--- src/rtl/config_chain_defs.sv ---
// Shared definitions for the configuration-chain loader and its chain testbench.
//   state_e   : loader FSM state encoding
//   cnt_width : bit width of a down-counter that must hold the values 0..n inclusive
package config_chain_defs;

  typedef enum logic [1:0] {
    StIdle  = 2'b00,
    StLoad  = 2'b01,
    StShift = 2'b10,
    StDone  = 2'b11
  } state_e;

  // Width able to hold 0..n; never below one bit so a degenerate n still elaborates.
  function automatic int unsigned cnt_width(input int unsigned n);
    if (n < 1) begin
      return 1;
    end
    return $clog2(n + 1);
  endfunction

endpackage

--- src/rtl/cfg_word_serializer.sv ---
// Word register that captures a bitstream word and shifts it out LSB first.
// Ports:
//   clk    - clock, rising edge
//   reset  - asynchronous active-high reset, clears the word register
//   load   - capture din this cycle (wins over shift)
//   shift  - shift the word right by one bit this cycle
//   din    - bitstream word to capture
//   sout   - current LSB of the held word
module cfg_word_serializer #(
  parameter int unsigned WORD_WIDTH = 8
) (
  input  logic                  clk,
  input  logic                  reset,
  input  logic                  load,
  input  logic                  shift,
  input  logic [WORD_WIDTH-1:0] din,
  output logic                  sout
);

  logic [WORD_WIDTH-1:0] word_q, word_d;

  always_comb begin
    word_d = word_q;
    if (load) begin
      word_d = din;
    end else if (shift) begin
      word_d = word_q >> 1;
    end
  end

  always_ff @(posedge clk or posedge reset) begin
    if (reset) begin
      word_q <= '0;
    end else begin
      word_q <= word_d;
    end
  end

  assign sout = word_q[0];

endmodule

--- src/rtl/config_chain_loader.sv ---
// Loads a serial configuration chain of CHAIN_LENGTH flip-flops from a stream of
// WORD_WIDTH-bit words. Each accepted word is shifted out LSB first onto chain_head
// with chain_en high; a partial final word only contributes its low bits.
// Ports:
//   clk        - clock, rising edge
//   reset      - asynchronous active-high reset; abandons any load in progress
//   start      - one-cycle request to load a full chain (honoured only when idle)
//   word_valid - word_data holds a valid word
//   word_data  - bitstream word, shifted LSB first
//   word_ready - word accepted on this cycle's edge when word_valid is also high
//   chain_head - serial data for the first chain flip-flop (0 while chain_en is low)
//   chain_en   - chain shift enable
//   busy       - a load is in progress (LOAD, SHIFT and DONE)
//   done       - one-cycle pulse once the chain holds the complete bitstream
module config_chain_loader
  import config_chain_defs::*;
#(
  parameter int unsigned WORD_WIDTH   = 8,
  parameter int unsigned CHAIN_LENGTH = 32
) (
  input  logic                  clk,
  input  logic                  reset,
  input  logic                  start,
  input  logic                  word_valid,
  input  logic [WORD_WIDTH-1:0] word_data,
  output logic                  word_ready,
  output logic                  chain_head,
  output logic                  chain_en,
  output logic                  busy,
  output logic                  done
);

  localparam int unsigned CntW = cnt_width(CHAIN_LENGTH);
  localparam int unsigned KW   = cnt_width(WORD_WIDTH);

  state_e          state_q, state_d;
  logic [CntW-1:0] cnt_q, cnt_d;  // chain bits still to be shifted
  logic [KW-1:0]   k_q, k_d;      // bits left to shift from the current word
  logic            ser_load, ser_shift, ser_sout;

  cfg_word_serializer #(
    .WORD_WIDTH(WORD_WIDTH)
  ) u_serializer (
    .clk  (clk),
    .reset(reset),
    .load (ser_load),
    .shift(ser_shift),
    .din  (word_data),
    .sout (ser_sout)
  );

  always_comb begin
    state_d   = state_q;
    cnt_d     = cnt_q;
    k_d       = k_q;
    ser_load  = 1'b0;
    ser_shift = 1'b0;
    unique case (state_q)
      StIdle: begin
        if (start) begin
          state_d = StLoad;
          cnt_d   = CntW'(CHAIN_LENGTH);
        end
      end
      StLoad: begin
        if (word_valid) begin
          ser_load = 1'b1;
          state_d  = StShift;
          // Final word may be partial: shift only what the chain still needs.
          if (32'(cnt_q) >= WORD_WIDTH) begin
            k_d = KW'(WORD_WIDTH);
          end else begin
            k_d = KW'(cnt_q);
          end
        end
      end
      StShift: begin
        ser_shift = 1'b1;
        if (cnt_q != '0) begin
          cnt_d = cnt_q - CntW'(1);
        end
        if (k_q != '0) begin
          k_d = k_q - KW'(1);
        end
        if (k_q <= KW'(1)) begin
          state_d = (cnt_q <= CntW'(1)) ? StDone : StLoad;
        end
      end
      StDone: begin
        // start here is deliberately ignored; a new load needs a start from IDLE.
        state_d = StIdle;
      end
      default: begin
        state_d = StIdle;
      end
    endcase
  end

  always_ff @(posedge clk or posedge reset) begin
    if (reset) begin
      state_q <= StIdle;
      cnt_q   <= '0;
      k_q     <= '0;
    end else begin
      state_q <= state_d;
      cnt_q   <= cnt_d;
      k_q     <= k_d;
    end
  end

  // All outputs decode registered state only, so reset clears them immediately.
  assign word_ready = (state_q == StLoad);
  assign chain_en   = (state_q == StShift);
  assign chain_head = chain_en & ser_sout;
  assign busy       = (state_q != StIdle);
  assign done       = (state_q == StDone);

endmodule
--- config.mk ---
export PLATFORM = sky130hd
export DESIGN_NAME = config_chain_loader
export DESIGN_NICKNAME = d
export VERILOG_FILES = /design/src/rtl/config_chain_defs.sv /design/src/rtl/cfg_word_serializer.sv /design/src/rtl/config_chain_loader.sv
export SDC_FILE = /design/constraint.sdc
export NUM_CORES = 1
export LEC_CHECK = 0
export BUFFER_PORTS_ARGS = -buffer_cell sky130_fd_sc_hd__buf_2
export CORE_ASPECT_RATIO = 1.2
export CORE_MARGIN = 3
export CORE_UTILIZATION = 52
export DETAILED_ROUTE_END_ITERATION = 7
export HOLD_SLACK_MARGIN = 0.12
export PLACE_DENSITY = 0.73
export SLEW_MARGIN = 0
export SYNTH_ARGS = -nofsm -noshare
export SYNTH_HDL_FRONTEND = slang
export SYNTH_SLANG_ARGS = --single-unit
--- constraint.sdc ---
create_clock -name clk -period 5.1 [get_ports clk]
set_clock_uncertainty 0.1 [all_clocks]
set_input_delay 1.02 -clock clk [delete_from_list [all_inputs] [get_ports clk]]
set_output_delay 1.02 -clock clk [all_outputs]
set_load 0.02 [all_outputs]
==> impl_metrics.yaml, run 1 <==
synthesis:
  synth_edf_count: 0
  ys_types: 42
  syn_inst: 138
  syn_area_um2: 1340
  async_reset_ff_share_pct: 100
  synth-seq-cells: 20
  synth_area_leaders: "dfrtp_1 (37%), mux2i_1 (9.0%), mux2_2 (7.6%)"
  synth_area_leader_cell: "dfrtp_1"
  synthFlopType: "dfrtp_1"
  postSynthAreaPerCell_um2: 9.72
  synth-seq-area-share_pct: 37.3
  yosys.area.top_type_share_pct: 37.3
  syn_nets: 155
  yosys_warnings: 0
place:
  placed_area_um2: 1440
  dpl.hpwl_um: 1880
  place_inst: 179
  port_buffers: 16
  pre_cts_ws_ns: 2.17
  gp_congestion: 0.879
routing:
  vias: 1066
  vias_per_cell: 5.83
  ant_nets: 0
  drc: 0
  drt_iter0_drc: 13
  wl_per_cell_um: 14.2
  routed_wl_um: 2590
  firstDrtPassIters: 4
clock_tree:
  cts_htree_levels: 1
  cts_buffer_depth: 2
  numCtsBuffers: 3
  cts_resized: 0
  cts_tree: "done"
  clkTransAtPathRegs_ns: 0.12
  holdBufCountCts: 0
  worstSkewPairLatency_ns: 0.30
  root_buffer: "clkbuf_4"
  cts_setup_buffers: 0
  cts_num_sinks: 20
setup_path:
  worstPathArrival_ns: 2.17
  r2r_cells: 4
  crit_path_end_kind: "output pin"
  cp_slowest_cell: "dfrtp_1"
  critPathMaxStageDelay_ns: 0.97
  crit_cells: 4
  rrSetupSlack_ns: 3.00
  critPathKind: "register to output pin"
  cp_top_family: "flip-flops"
  cp_max_fo: 35
  critical_path.cell_chain: "nand2b_1 > inv_2 > and2_1 > buf_2"
  crit_required_ns: 3.98
  crit_buf_inv: 2
  crit_path_start_kind: "register"
cells_and_area:
  syn_to_final_growth_pct: 9.70
  design_area_um2: 1470
  fin_cells: 183
  postLayoutCoreUtil_pct: 61.9
  final_cell_mix: "dfrtp_1 (20), buf_2 (16), mux2i_1 (12)"
  drive_above_1_share_pct: 23.7
  antenna_cells: 0
  final_common_cell: "dfrtp_1"
  final_nets: 170
timing:
  period_minus_slack_ns: 3.29
  worst_pin_slew_ns: 0.931
  rsz0062_at_grt: "false"
  finalCritPeriodShare_pct: 64.5
  clock.fmax_mhz: 304
  setup_viol: 0
  hold_viol: 0
  tns_ns: 0
  finalWorstSetupSlack_ns: 1.81
  max_slew_margin_pct: 37.9
  slew_viol_final: 0
floorplanning:
  coreArea_um2: 2380
  dieHeight_um: 61.6
  start_util_pct: 56.4
  ioPinCount: 17
  dieArea_um2: 3230
  rows: 19
  dieWidth_um: 52.4
grt:
  antenna_found_initial: 0
  grtUsageMet2_pct: 31.4
  busiest_layer: "met2"
  grtUsageTotal_pct: 19.0
  grt_pass1_vias: 1064
  grt_start_max_net_pins: 36
  grtUsageMet3_pct: 3.87
  overflow: 0
  grt_pass1_wl_um: 4640
  grt_use_met1_pct: 24.5
pwr:
  p_clk_share_pct: 10.5
  p_sw_uw: 399
  power_density_nw_per_um2: 613
  power_frac_seq_pct: 38.9
  swShare_pct: 44.3
  ir_worst_vdd_v: 0.000327
  power_frac_comb_pct: 50.6
  power_report.internal_total_uw: 502
  power.leakage_nw: 0.699
job:
  maxCapViolCount: 0
hold_path:
  hold_path_depth: 1
  hold_class: "register to register"
run_status:
  status: "completed"
[cell type report]
| type | count | area (um^2) |
|---|---|---|
| inverters | 11 | 41.3 |
| flip-flops and latches | 20 | 500 |
| clock buffers | 4 | 36.3 |
| well taps | 31 | 38.8 |
| multi-input cells | 101 | 774 |
| fillers | 222 | 906 |
| repair buffers | 16 | 80.1 |
[stage by stage]
| step | total power, mW | hold WS [ns] |
|---|---|---|
| 2_1_floorplan | 0.711 | 0.383 |
| 3_5_place_dp | 0.810 | 0.426 |
| 3_3_place_gp | 0.796 | 0.423 |
| 6_report | 0.901 | 0.462 |
| 5_1_grt | 0.990 | 0.501 |
| 4_1_cts | 0.906 | 0.464 |
[routing by layer]
layer	routed length (um)	share of wire, %
met1	1200	46
met5	0	0
met3	84	3.2
met4	20	0.77
met2	1290	50
[worst paths after layout]
kind | endpoint | start
hold reg to reg | u_serializer.word_q[7] | u_serializer.word_q[7]
min in group asynchronous | u_serializer.word_q[5] | reset
setup reg to reg | k_q[3] | state_q[1]
max in group asynchronous | k_q[2] | reset
hold / removal | u_serializer.word_q[7] | u_serializer.word_q[7]
setup / recovery | chain_head | state_q[1]
[cells in the mapped netlist (2+ instances only)]
master / instances
dfrtp_1: 20
o21ai_0: 6
or2_2: 2
a211o_1: 2
mux2_2: 9
a22o_1: 3
nor3_1: 2
ha_1: 5
nand2_1: 11
nor3b_2: 2
a21oi_1: 3
and2_1: 2
o21ai_1: 7
nor3b_1: 4
a41o_1: 2
nand2b_1: 5
a31oi_1: 2
mux2i_1: 12
nor2_1: 3
inv_1: 10
buf_2: 2
clkbuf_1: 4
[logic make-up (layout without fill, tap and decap cells)]
| group | after synthesis | in the layout | synth area share, % |
|---|---|---|---|
| and+or+nand+nor | 38 | 38 | 17.0 |
| AOI/OAI and AO/OA | 37 | 37 | 19.6 |
| muxes | 21 | 21 | 16.5 |
| DFF | 20 | 20 | 37.3 |
| buffers and inverters | 17 | 31 | 4.94 |
| adders and majority gates | 5 | 5 | 4.66 |
[power by group through the flow]
stage | Sequential [mW] | Clock, mW | Combinational, mW
after floorplan | 0.287 | 0 | 0.424
after global placement | 0.349 | 0 | 0.446
after detailed placement | 0.354 | 0 | 0.456
after CTS | 0.349 | 0.0978 | 0.459
after global routing | 0.371 | 0.103 | 0.517
final | 0.350 | 0.0946 | 0.457
[state kept, by name, summed over array words and instances (netlist names)]
register,flops
cnt_q,6
k_q,4
state_q,2
u_serializer.word_q,8
No activity file was read; power rests on OpenSTA's default activity.
==> inputs of run 2 (changes only) <==
- CORE_UTILIZATION: 52 -> 51
- PLACE_DENSITY: 0.73 -> 0.74
- clock period: 5.1 -> 3 ns (I/O delays scaled with it)
==> impl_metrics.yaml, run 2 (synthesis gave the netlist of run 1 again) <==
cells_and_area:
  final_nets: 173
  antenna_cells: 0
  reg.largest.list: "u_serializer.word_q: 8 flops, cnt_q: 6 flops, k_q: 4 flops"
  drive_above_1_share_pct: 25.2
  fin_cells: 186
  largest_reg_flops: 8
  final_cell_mix: "dfrtp_1 (20), buf_2 (16), mux2i_1 (12)"
  final_common_cell: "dfrtp_1"
  design_area_um2: 1490
  syn_to_final_growth_pct: 11.4
  fillers: 220
  regMostFlops: "u_serializer.word_q"
floorplanning:
  dieWidth_um: 52.8
  rows: 19
  start_util_pct: 55.9
  dieHeight_um: 62.2
  ioPinCount: 17
  coreArea_um2: 2400
  dieArea_um2: 3280
timing:
  holdWs_ns: 0.301
  slew_viol_final: 0
  rsz0062_at_grt: "false"
  max_slew_margin_pct: 49.7
  period_minus_slack_ns: 2.29
  finalCritPeriodShare_pct: 76.3
  tns_ns: 0
  worst_pin_slew_ns: 0.754
  clock.fmax_mhz: 437
  hold_viol: 0
  setup_viol: 0
routing:
  drt_iter0_drc: 15
  wl_per_cell_um: 14.3
  firstDrtPassIters: 4
  drc: 0
  vias_per_cell: 5.77
  ant_nets: 0
  vias: 1073
  routed_wl_um: 2670
clock_tree:
  cts_tree: "done"
  cts_resized: 0
  cts_htree_levels: 1
  worstSkewPairLatency_ns: 0.31
  root_buffer: "clkbuf_4"
  cts_setup_buffers: 0
  cts_buffer_depth: 2
  holdBufCountCts: 0
  cts_num_sinks: 20
  numCtsBuffers: 3
  clkTransAtPathRegs_ns: 0.13
setup_path:
  r2r_cells: 5
  cp_max_fo: 11
  crit_path_end_kind: "output pin"
  r2r_end: "cnt_q[3]"
  worstPathArrival_ns: 1.59
  crit_path_end: "chain_head"
  critPathKind: "register to output pin"
  crit_required_ns: 2.30
  crit_path_start_kind: "register"
  regToRegStartpoint: "cnt_q[0]"
  cp-startpoint: "state_q[1]"
  rrSetupSlack_ns: 1.10
grt:
  antenna_found_initial: 0
  grtUsageTotal_pct: 18.7
  grt_pass1_wl_um: 4770
  grt_start_max_net_pins: 25
  grt_pass1_vias: 1081
  overflow: 0
job:
  maxCapViolCount: 0
place:
  port_buffers: 16
  gp_congestion: 0.860
  dpl.hpwl_um: 2010
  placed_area_um2: 1460
  place_inst: 182
hold_path:
  hold_class: "input port to async pin"
run_status:
  status: "completed"
pwr:
  power.leakage_nw: 0.714
  ir_worst_vdd_v: 0.000587
  power_density_nw_per_um2: 1050
  finalPower_mw: 1.56
[run 2: per-layer routing]
metal / vias up / global-route usage, % / share of wire, %
met1: 518 / 24.4 / 46
met2: 13 / 30.7 / 51
met5: - / 0 / 0
met4: 0 / 6.07 / 0.79
met3: 2 / 2.87 / 1.9
li1: 540 / - / -
[run 2: critical path: stages (launching register included)]
cell,delay (ns)
dfrtp_1,0.54
nand2b_1,0.25
inv_2,0.20
and2_1,0.14
buf_2,0.15
[run 2: per-stage QoR]
step	setup WS [ns]	utilization, %
2_1_floorplan	1.15	-
5_1_grt	0.581	62.2
3_3_place_gp	1.10	60.7
4_1_cts	0.713	62.2
6_report	0.712	62.2
3_5_place_dp	1.07	60.7
[run 2: worst min-delay path by stage]
stage / start / end / slack (ns) / cells past startpoint
2_1_floorplan: u_serializer.word_q[7] / u_serializer.word_q[7] / 0.38 / 1
3_3_place_gp: u_serializer.word_q[7] / u_serializer.word_q[7] / 0.42 / 1
3_5_place_dp: u_serializer.word_q[7] / u_serializer.word_q[7] / 0.41 / 1
4_1_cts: reset / u_serializer.word_q[3] / 0.34 / 2
5_1_grt: reset / u_serializer.word_q[3] / 0.38 / 2
6_report: reset / u_serializer.word_q[3] / 0.30 / 2
[run 2: power breakdown]
part           internal [mW]  total, mW  switching (mW)
Clock                 0.0740      0.160          0.0860
Combinational          0.416      0.876           0.460
Sequential             0.386      0.526           0.140
Total                  0.876       1.56           0.686
[run 2: area by class of cell]
type	count	area (um^2)	share of cell area, %
Timing Repair Buffer	19	103	6.87
Multi-Input combinational cell	101	774	51.8
Clock buffer	4	36.3	2.43
Tap cell	31	38.8	2.60
Sequential cell	20	500	33.5
Inverter	11	41.3	2.76
==> inputs of run 3 (changes only) <==
- ABC_AREA: default -> 1
- CORE_UTILIZATION: 51 -> 50
- clock period: 3 -> 2 ns (I/O delays scaled with it)
==> impl_metrics.yaml, run 3 <==
grt:
  overflow: 0
  grt_start_max_net_pins: 21
  grt_pass1_wl_um: 4890
  grt_pass1_vias: 1131
  grtUsageTotal_pct: 21.4
  antenna_found_initial: 0
routing:
  routed_wl_um: 2660
  vias: 1117
  drc: 0
  wl_per_cell_um: 12.0
  firstDrtPassIters: 4
  drt_iter0_drc: 30
  ant_nets: 0
  vias_per_cell: 5.05
setup_path:
  crit_path_end_kind: "output pin"
  critPathKind: "register to output pin"
  worstPathArrival_ns: 1.31
  cp_max_fo: 14
  crit_required_ns: 1.50
  crit_path_start_kind: "register"
synthesis:
  async_reset_ff_share_pct: 100
  syn_inst: 171
  synth_area_leaders: "dfrtp_1 (41%), nand2_1 (21%), inv_1 (5.9%)"
  synth_most_common_cell: "nand2_1"
  ys_types: 24
  synthFlopType: "dfrtp_1"
  postSynthAreaPerCell_um2: 7.09
  synth_edf_count: 0
  yosys_warnings: 0
  synth-seq-area-share_pct: 41.3
  synth_area_leader_cell: "dfrtp_1"
  syn_nets: 188
  syn_area_um2: 1210
  synth-seq-cells: 20
  synthTopCellsByCount: "nand2_1 (69), dfrtp_1 (20), inv_1 (19)"
  yosys.area.top_type_share_pct: 41.3
timing:
  period_minus_slack_ns: 1.81
  max_slew_margin_pct: 75.0
  worst_pin_slew_ns: 0.375
  setup_viol: 0
  rsz0062_at_grt: "false"
  finalCritPeriodShare_pct: 90.6
  slew_viol_final: 0
  clock.fmax_mhz: 552
  hold_viol: 0
  holdWs_ns: 0.203
  tns_ns: 0
clock_tree:
  cts_setup_buffers: 0
  cts_htree_levels: 1
  worstSkewPairLatency_ns: 0.31
  clkTransAtPathRegs_ns: 0.12
  cts_num_sinks: 20
  cts_buffer_depth: 2
  root_buffer: "clkbuf_4"
  numCtsBuffers: 3
  cts_tree: "done"
pwr:
  ir_worst_vdd_v: 0.000750
  p_sw_mw: 1.12
  power_report.internal_total_mw: 1.17
  p_clk_share_pct: 10.4
  power_frac_comb_pct: 55.7
  finalPower_mw: 2.29
  power.leakage_nw: 0.745
  swShare_pct: 48.9
  power_frac_seq_pct: 33.9
  power_density_nw_per_um2: 1680
floorplanning:
  dieWidth_um: 51.0
  dieHeight_um: 59.9
  rows: 18
  start_util_pct: 55.5
  ioPinCount: 17
  dieArea_um2: 3050
  coreArea_um2: 2180
cells_and_area:
  antenna_cells: 0
  regMostFlops: "u_serializer.word_q"
  final_common_cell: "nand2_1"
  syn_to_final_growth_pct: 12.9
  drive_above_1_share_pct: 16.8
  fillers: 217
  reg.largest.list: "u_serializer.word_q: 8 flops, cnt_q: 6 flops, k_q: 4 flops"
  design_area_um2: 1370
  final_cell_mix: "nand2_1 (69), dfrtp_1 (20), inv_1 (19)"
  largest_reg_flops: 8
  final_nets: 209
hold_path:
  hold_class: "input port to register"
run_status:
  status: "completed"
place:
  placed_area_um2: 1320
  dpl.hpwl_um: 2040
  gp_congestion: 0.896
  port_buffers: 16
job:
  maxCapViolCount: 0
run 3: layout make-up:
class	instances	area [um^2]	area share [%]
inverters	22	85.1	6.22
well taps	30	37.5	2.74
multi-input cells	126	604	44.2
clock buffers	4	36.3	2.65
flip-flops and latches	20	500	36.6
repair buffers	19	105	7.68
run 3: timing repair:
item                       CTS  global route
resized for setup            0             2
hold buffers                 1             0
setup endpoints to repair    0             1
hold endpoints to repair    20             0
run 3: final timing paths:
path	endpoint	startpoint	cells past startpoint	slack [ns]
max	chain_en	state_q[1]	3	0.19
min	u_serializer.word_q[4]	word_data[4]	3	0.20
max reg2reg	cnt_q[5]	cnt_q[0]	7	0.27
min reg2reg	u_serializer.word_q[1]	u_serializer.word_q[1]	2	0.39
max in group asynchronous	u_serializer.word_q[6]	reset	4	1.03
min in group asynchronous	u_serializer.word_q[4]	reset	4	0.56
run 3: metrics by stage:
stage,worst slack [ns],cells,util (%)
global placement,0.372,216,60.2
CTS,0.0418,221,62.3
global route,0.0627,221,62.7
detailed placement,0.294,216,60.2
floorplan,0.499,171,-
finish,0.188,221,62.7
run 3: per-layer routing:
| metal | up-vias | part of all wire, % | track usage (%) | routed length, um |
|---|---|---|---|---|
| li1 | 571 | - | - | - |
| met1 | 522 | 44 | 25.5 | 1170 |
| met2 | 20 | 51 | 37.6 | 1360 |
| met3 | 4 | 3.4 | 3.24 | 90 |
| met4 | 0 | 1.7 | 10.0 | 44 |
| met5 | - | 0 | 0 | 0 |
run 3: kinds of logic (layout without fill, tap and decap cells):
| group | count (synthesis) | after routing | share of synthesized area (%) |
|---|---|---|---|
| flip-flops | 20 | 20 | 41.3 |
| adder cells (fa/ha/maj) | 5 | 5 | 5.16 |
| buffers and inverters | 25 | 45 | 9.29 |
| AO/OA/AOI/OAI | 15 | 15 | 7.33 |
| XOR/XNOR | 1 | 1 | 0.723 |
| AND/OR/NAND/NOR | 105 | 105 | 36.2 |
run 3: worst max-delay path, cell delays in order, from the launching register on:
cell and delay, ns:
dfrtp_1 0.51, nand2_4 0.18, inv_4 0.14, buf_2 0.18
run 3: power groups by stage:
stage / logic, mW / registers [mW] / clock network [mW]
floorplan: 1.04 / 0.732 / 0
global placement: 1.20 / 0.775 / 0
detailed placement: 1.26 / 0.784 / 0
CTS: 1.27 / 0.774 / 0.249
global route: 1.48 / 0.809 / 0.264
finish: 1.28 / 0.777 / 0.239
